`src/rtl/vid_pattern_src.sv`:
```
// Streaming video test-pattern source: per frame one control beat, then a WIDTH x HEIGHT
// video packet with sop/eop markers, then GAP_CYCLES idle cycles. All outputs registered.
module vid_pattern_src #(
    parameter int unsigned WIDTH      = 640,
    parameter int unsigned HEIGHT     = 480,
    parameter int unsigned GAP_CYCLES = 16
) (
    input  logic        clk,
    input  logic        rst,
    input  logic        enable,
    input  logic [1:0]  mode,
    input  logic        ready,
    output logic        valid,
    output logic        packet_video,
    output logic        sop,
    output logic        eop,
    output logic [7:0]  r_out,
    output logic [7:0]  g_out,
    output logic [7:0]  b_out,
    output logic [10:0] x_out,
    output logic [10:0] y_out
);

    localparam int unsigned GapW = (GAP_CYCLES > 1) ? $clog2(GAP_CYCLES) : 1;
    localparam logic [GapW-1:0] GapLast = GapW'(GAP_CYCLES - 1);
    localparam logic [10:0] XLast   = 11'(WIDTH - 1);
    localparam logic [10:0] YLast   = 11'(HEIGHT - 1);
    localparam logic [10:0] BarLast = 11'(WIDTH / 8 - 1);

    typedef enum logic [1:0] {StIdle, StCtrl, StVideo, StGap} state_e;

    state_e          state_q, state_d;
    logic [1:0]      mode_q, mode_d;
    logic [7:0]      frame_q, frame_d;
    logic [GapW-1:0] gap_q, gap_d;
    logic [10:0]     bar_pos_q, bar_pos_d;
    logic [2:0]      bar_idx_q, bar_idx_d;
    logic            valid_q, valid_d;
    logic            pv_q, pv_d;
    logic            sop_q, sop_d;
    logic            eop_q, eop_d;
    logic [23:0]     rgb_q, rgb_d;
    logic [10:0]     x_q, x_d;
    logic [10:0]     y_q, y_d;

    logic [10:0]     nx, ny, npos;
    logic [2:0]      nidx;

    function automatic logic [23:0] bar_colour(input logic [2:0] idx);
        logic [23:0] c;
        case (idx)
            3'd0:    c = 24'hFFFFFF;
            3'd1:    c = 24'hFFFF00;
            3'd2:    c = 24'h00FFFF;
            3'd3:    c = 24'h00FF00;
            3'd4:    c = 24'hFF00FF;
            3'd5:    c = 24'hFF0000;
            3'd6:    c = 24'h0000FF;
            default: c = 24'h000000;
        endcase
        return c;
    endfunction

    function automatic logic [23:0] pattern(input logic [1:0]  m,
                                            input logic [10:0] px,
                                            input logic [10:0] py,
                                            input logic [2:0]  bar,
                                            input logic [7:0]  fc);
        logic [23:0] c;
        case (m)
            2'd0:    c = bar_colour(bar);
            2'd1:    c = {3{px[7:0]}};
            2'd2:    c = (px[4] ^ py[4]) ? 24'hFFFFFF : 24'h000000;
            default: c = {fc, 8'h00, ~fc};
        endcase
        return c;
    endfunction

    always_ff @(posedge clk or posedge rst) begin
        if (rst) begin
            state_q   <= StIdle;
            mode_q    <= 2'd0;
            frame_q   <= 8'd0;
            gap_q     <= '0;
            bar_pos_q <= 11'd0;
            bar_idx_q <= 3'd0;
            valid_q   <= 1'b0;
            pv_q      <= 1'b0;
            sop_q     <= 1'b0;
            eop_q     <= 1'b0;
            rgb_q     <= 24'd0;
            x_q       <= 11'd0;
            y_q       <= 11'd0;
        end else begin
            state_q   <= state_d;
            mode_q    <= mode_d;
            frame_q   <= frame_d;
            gap_q     <= gap_d;
            bar_pos_q <= bar_pos_d;
            bar_idx_q <= bar_idx_d;
            valid_q   <= valid_d;
            pv_q      <= pv_d;
            sop_q     <= sop_d;
            eop_q     <= eop_d;
            rgb_q     <= rgb_d;
            x_q       <= x_d;
            y_q       <= y_d;
        end
    end

    always_comb begin
        state_d = state_q;
        mode_d  = mode_q;
        gap_d   = gap_q;
        case (state_q)
            StIdle: begin
                if (enable) begin
                    state_d = StCtrl;
                    mode_d  = mode;
                end
            end
            StCtrl: begin
                if (ready) state_d = StVideo;
            end
            StVideo: begin
                if (ready && eop_q) begin
                    state_d = StGap;
                    gap_d   = '0;
                end
            end
            default: begin
                if (gap_q == GapLast) begin
                    state_d = enable ? StCtrl : StIdle;
                    if (enable) mode_d = mode;
                end else begin
                    gap_d = gap_q + 1'b1;
                end
            end
        endcase
    end

    // Next pixel position; the bar index follows a line-local counter instead of x / (WIDTH/8).
    always_comb begin
        nx   = 11'd0;
        ny   = 11'd0;
        npos = 11'd0;
        nidx = 3'd0;
        if (state_q == StVideo) begin
            if (x_q == XLast) begin
                ny = y_q + 11'd1;
            end else begin
                nx = x_q + 11'd1;
                ny = y_q;
                if (bar_pos_q == BarLast) begin
                    nidx = bar_idx_q + 3'd1;
                end else begin
                    npos = bar_pos_q + 11'd1;
                    nidx = bar_idx_q;
                end
            end
        end
    end

    always_comb begin
        valid_d   = valid_q;
        pv_d      = pv_q;
        sop_d     = sop_q;
        eop_d     = eop_q;
        rgb_d     = rgb_q;
        x_d       = x_q;
        y_d       = y_q;
        bar_pos_d = bar_pos_q;
        bar_idx_d = bar_idx_q;
        frame_d   = frame_q;
        if (ready && (state_q == StCtrl || (state_q == StVideo && !eop_q))) begin
            valid_d   = 1'b1;
            pv_d      = 1'b1;
            sop_d     = (nx == 11'd0) && (ny == 11'd0);
            eop_d     = (nx == XLast) && (ny == YLast);
            rgb_d     = pattern(mode_q, nx, ny, nidx, frame_q);
            x_d       = nx;
            y_d       = ny;
            bar_pos_d = npos;
            bar_idx_d = nidx;
        end else if (ready && state_q == StVideo) begin
            valid_d = 1'b0;
            pv_d    = 1'b0;
            sop_d   = 1'b0;
            eop_d   = 1'b0;
            rgb_d   = 24'd0;
            x_d     = 11'd0;
            y_d     = 11'd0;
            frame_d = frame_q + 8'd1;
        end
        if (state_q != StCtrl && state_d == StCtrl) begin
            valid_d = 1'b1;
            pv_d    = 1'b0;
            sop_d   = 1'b1;
            eop_d   = 1'b1;
            rgb_d   = 24'h00000F;
            x_d     = 11'd0;
            y_d     = 11'd0;
        end
    end

    assign valid        = valid_q;
    assign packet_video = pv_q;
    assign sop          = sop_q;
    assign eop          = eop_q;
    assign r_out        = rgb_q[23:16];
    assign g_out        = rgb_q[15:8];
    assign b_out        = rgb_q[7:0];
    assign x_out        = x_q;
    assign y_out        = y_q;

endmodule

```
`config.mk`:
```
export PLATFORM = sky130hd
export DESIGN_NAME = vid_pattern_src
export DESIGN_NICKNAME = d
export VERILOG_FILES = /design/src/rtl/vid_pattern_src.sv
export SDC_FILE = /design/constraint.sdc
export NUM_CORES = 1
export LEC_CHECK = 0
export CELL_PAD_IN_SITES_DETAIL_PLACEMENT = 1
export CELL_PAD_IN_SITES_GLOBAL_PLACEMENT = 1
export CORE_UTILIZATION = 25
export DETAILED_ROUTE_END_ITERATION = 8
export GPL_ROUTABILITY_DRIVEN = 0
export PLACE_DENSITY = 0.51
export SLEW_MARGIN = 25
export SYNTH_ARGS = -nofsm -noshare
export SYNTH_HDL_FRONTEND = slang
export SYNTH_SLANG_ARGS = --single-unit
```
`constraint.sdc`:
```
create_clock -name clk -period 2.7 [get_ports clk]
set_clock_uncertainty 0.05 [all_clocks]
set_input_delay 0.81 -clock clk [delete_from_list [all_inputs] [get_ports clk]]
set_output_delay 0.81 -clock clk [all_outputs]
set_load 0.1 [all_outputs]
```
==> results_dict.tcl <==
set metrics [dict create \
    outcome "completed" \
    end_kind "flip-flop" \
    hold_depth 2 \
    reg2reg_slack_ns 0.08 \
    hold_class "flip-flop to flip-flop" \
    r2r_end "sop$_DFFE_PP0P_" \
    synth_edf_count 0 \
    die_area_um2 19300 \
    synth.most_common_cell "dfrtp_1" \
    port_buffers 55 \
    cts_buffer_depth 2 \
    top_layer "met4" \
    wl_per_cell_um 19.0 \
    die_w_um 139 \
    area.growth.synth_to_final_pct 35.1 \
    regArea_um2 2040 \
    wirelength_mm 16.9 \
    design_area_um2 6330 \
    grt_antenna_before_repair 0 \
    final_cells 888 \
    syn_avg_cell_area_um2 8.72 \
    grt_pass1_vias 4858 \
    postLayoutCoreUtil_pct 34.9 \
    synth_commonest_cells "80 x dfrtp_1, 76 x nand2_1, 45 x o21ai_0, 36 x nand3_1, 30 x nor2_1" \
    hold_violations 0 \
    power.share.sequential_pct 25.2 \
    drtAntennaViolNets 0 \
    pin_count 56 \
    finalCritPeriodShare_pct 96.9 \
    grt_overflow 0 \
    final_layout_size_suffix_gt1_share_pct 28.4 \
    insertion_delay_ns 0.35 \
    power_leakage_nw 2.73 \
    h-tree-depth 3 \
    rows 49 \
    place_inst 870 \
    drtIter0Drc 233 \
    fp.dieH_um 139 \
    cts_tree "done" \
    syn_inst 537 \
    max-cap-violations 0 \
    place.detailed.hpwl_mm 12.3 \
    internal-power_mw 3.32 \
    ys_seq_elements 80 \
    synth_top_area_cell "dfrtp_1" \
    hold_path_end "packet_video$_DFFE_PP0P_" \
    grtUsageTotal_pct 17.8 \
    required_ns 2.90 \
    synth_top_area_share_pct 42.7 \
    post-route-min-period_ns 2.62 \
    fillers 2146 \
    diodes 0 \
    power_switching_share_pct 51.6 \
    cts_sinks 80 \
    drc 0 \
    route.met3.wl_um 469 \
    multi_input_area_um2 2590 \
    grt_pass1_wl_mm 26.8 \
    reg2reg_from "x_out[8]$_DFFE_PP0P_" \
    ys_types 60 \
    vias 4640 \
    ys.warnings.count 0 \
    p_per_area_nw_per_um2 1080 \
    clkTransAtPathRegs_ns 0.07 \
    routedLengthMet1_mm 7.90 \
    synth_nets 553 \
    cp_max_fo 6 \
    worstPathArrival_ns 2.82 \
    start_kind "flip-flop" \
    clockPowerShare_pct 17.5 \
    hold_buffers 0 \
    worst_pin_slew_ns 0.508 \
    final_nets 670 \
    dr.pass1.iters 6 \
    seq_area_frac_synth_pct 42.7 \
    dr_wl_met2_mm 8.24 \
    maxSlewViolCount 0 \
    start_util_pct 25.8 \
    relSlewSlack_pct 66.1 \
    grt_max_degree 81 \
    reg2regPathDepth 7 \
    core_area_um2 18100 \
    numCtsBuffers 9 \
    clock.fmax_mhz 382 \
    postSynth.asyncResetShare_pct 100 \
    synth_area_um2 4680 \
    vdd_drop_max_mv 0.507 \
    vias_per_cell 5.23 \
    crit_type "flip-flop to flip-flop" \
    synth.area.top_cells "dfrtp_1 43%, nand2_1 6.1%, o21ai_0 4.8%" \
    setup_viol 0 \
    dpl_cell_area_um2 5980 \
    synth_flop_cell "dfrtp_1" \
    root_buffer "clkbuf_16" \
    worstHoldStart "packet_video$_DFFE_PP0P_" \
    switchingPower_mw 3.54 \
    power_frac_comb_pct 57.3 \
]
-- power by group through the flow --
stage	registers, mW	logic, mW	clock network [mW]
detailed placement	1.75	3.80	0
global route	1.77	4.20	1.29
CTS	1.73	3.81	1.24
finish	1.73	3.93	1.20
global placement	1.74	3.75	0
floorplan	2.88	1.31	0
-- worst max-delay path, stage by stage (launching register included) --
cell      delay, ns
dfrtp_4        0.49
or4b_1         0.50
buf_4          0.18
o31ai_1        0.27
a21oi_1        0.13
o41ai_2        0.38
o211ai_1       0.19
o41ai_2        0.33
-- flip-flops by register name, summed over array words and instances, names as in the netlist --
signal / flops
y_out: 11
rgb_q: 24
bar_pos_q: 11
bar_idx_q: 3
gap_q: 4
packet_video: 1
sop: 1
x_out: 11
eop: 1
mode_q: 2
valid: 1
state_q: 2
frame_q: 8
-- cell families (layout without fill, tap and decap cells) --
logic type	Yosys count	in the layout	share of synthesized area, %
DFF	80	80	42.7
and+or+nand+nor	227	227	24.3
xor gates and xnor gates	27	27	5.37
AOI/OAI and AO/OA	143	143	19.7
muxes	5	5	1.15
buffers and inverters	45	167	4.06
adders and majority gates	10	10	2.67
-- layer usage --
layer	up-vias	GRT usage (%)
met5	-	0
met4	0	5.73
met3	28	2.97
met2	68	29.8
met1	2356	23.5
li1	2188	-
-- worst max-delay path by stage --
| stage | start | end | cells after the start |
|---|---|---|---|
| floorplan | x_out[0]$_DFFE_PP0P_ | sop$_DFFE_PP0P_ | 9 |
| global placement | ready | rgb_q[9]$_DFFE_PP0P_ | 8 |
| detailed placement | ready | rgb_q[8]$_DFFE_PP0P_ | 8 |
| CTS | y_out[0]$_DFFE_PP0P_ | rgb_q[9]$_DFFE_PP0P_ | 8 |
| global route | x_out[1]$_DFFE_PP0P_ | sop$_DFFE_PP0P_ | 7 |
| finish | x_out[8]$_DFFE_PP0P_ | sop$_DFFE_PP0P_ | 7 |
-- area by class of cell --
| cell class | count | share of cell area, % |
|---|---|---|
| clock buffer | 9 | 3.56 |
| clock inverter | 7 | 0.890 |
| inverter | 16 | 1.01 |
| multi-input combinational | 412 | 40.9 |
| sequential | 80 | 32.2 |
| tap | 229 | 4.53 |
| timing repair buffer | 135 | 16.9 |
-- layout by cell type (no fill, tap or decap), types with 3 or more instances in the layout --
| master | instances |
|---|---|
| buf_4 | 127 |
| nand2_1 | 76 |
| dfrtp_1 | 67 |
| o21ai_0 | 43 |
| nand3_1 | 36 |
| nor2_1 | 29 |
| a21oi_1 | 23 |
| inv_1 | 15 |
| xnor2_1 | 15 |
| o211ai_1 | 13 |
| nand4_1 | 12 |
| nor3_1 | 12 |
| o31ai_1 | 12 |
| xor2_1 | 11 |
| clkbuf_16 | 10 |
| nand2b_1 | 8 |
| nor4_1 | 7 |
| ha_1 | 7 |
| dfrtp_4 | 7 |
| o21ai_1 | 6 |
| o21a_1 | 6 |
| and3_1 | 6 |
| or2_2 | 6 |
| or3_1 | 6 |
| a31oi_1 | 6 |
| dfrtp_2 | 6 |
| nor2b_1 | 4 |
| a32oi_1 | 4 |
| or4_1 | 4 |
| clkdlybuf4s50_1 | 4 |
| a32o_1 | 3 |
| mux2_2 | 3 |
| clkinv_4 | 3 |
-- stage by stage --
stage | power (mW) | setup WS, ns | hold WS, ns | setup TNS (ns)
2_1_floorplan | 4.19 | -0.288 | 0.417 | -0.493
6_report | 6.86 | 0.0850 | 0.440 | 0
3_3_place_gp | 5.49 | -0.194 | 0.420 | -5.22
3_5_place_dp | 5.55 | -0.283 | 0.433 | -8.34
5_1_grt | 7.25 | -0.0737 | 0.486 | -0.0737
4_1_cts | 6.78 | 0.0102 | 0.450 | 0
-- timing repair --
action,in CTS,in global routing
cloned,0,1
pin swaps,1,3
endpoints found under the setup margin,9,24
buffers inserted,0,1
resized for setup,0,11
(Power assumes the default switching activity.)
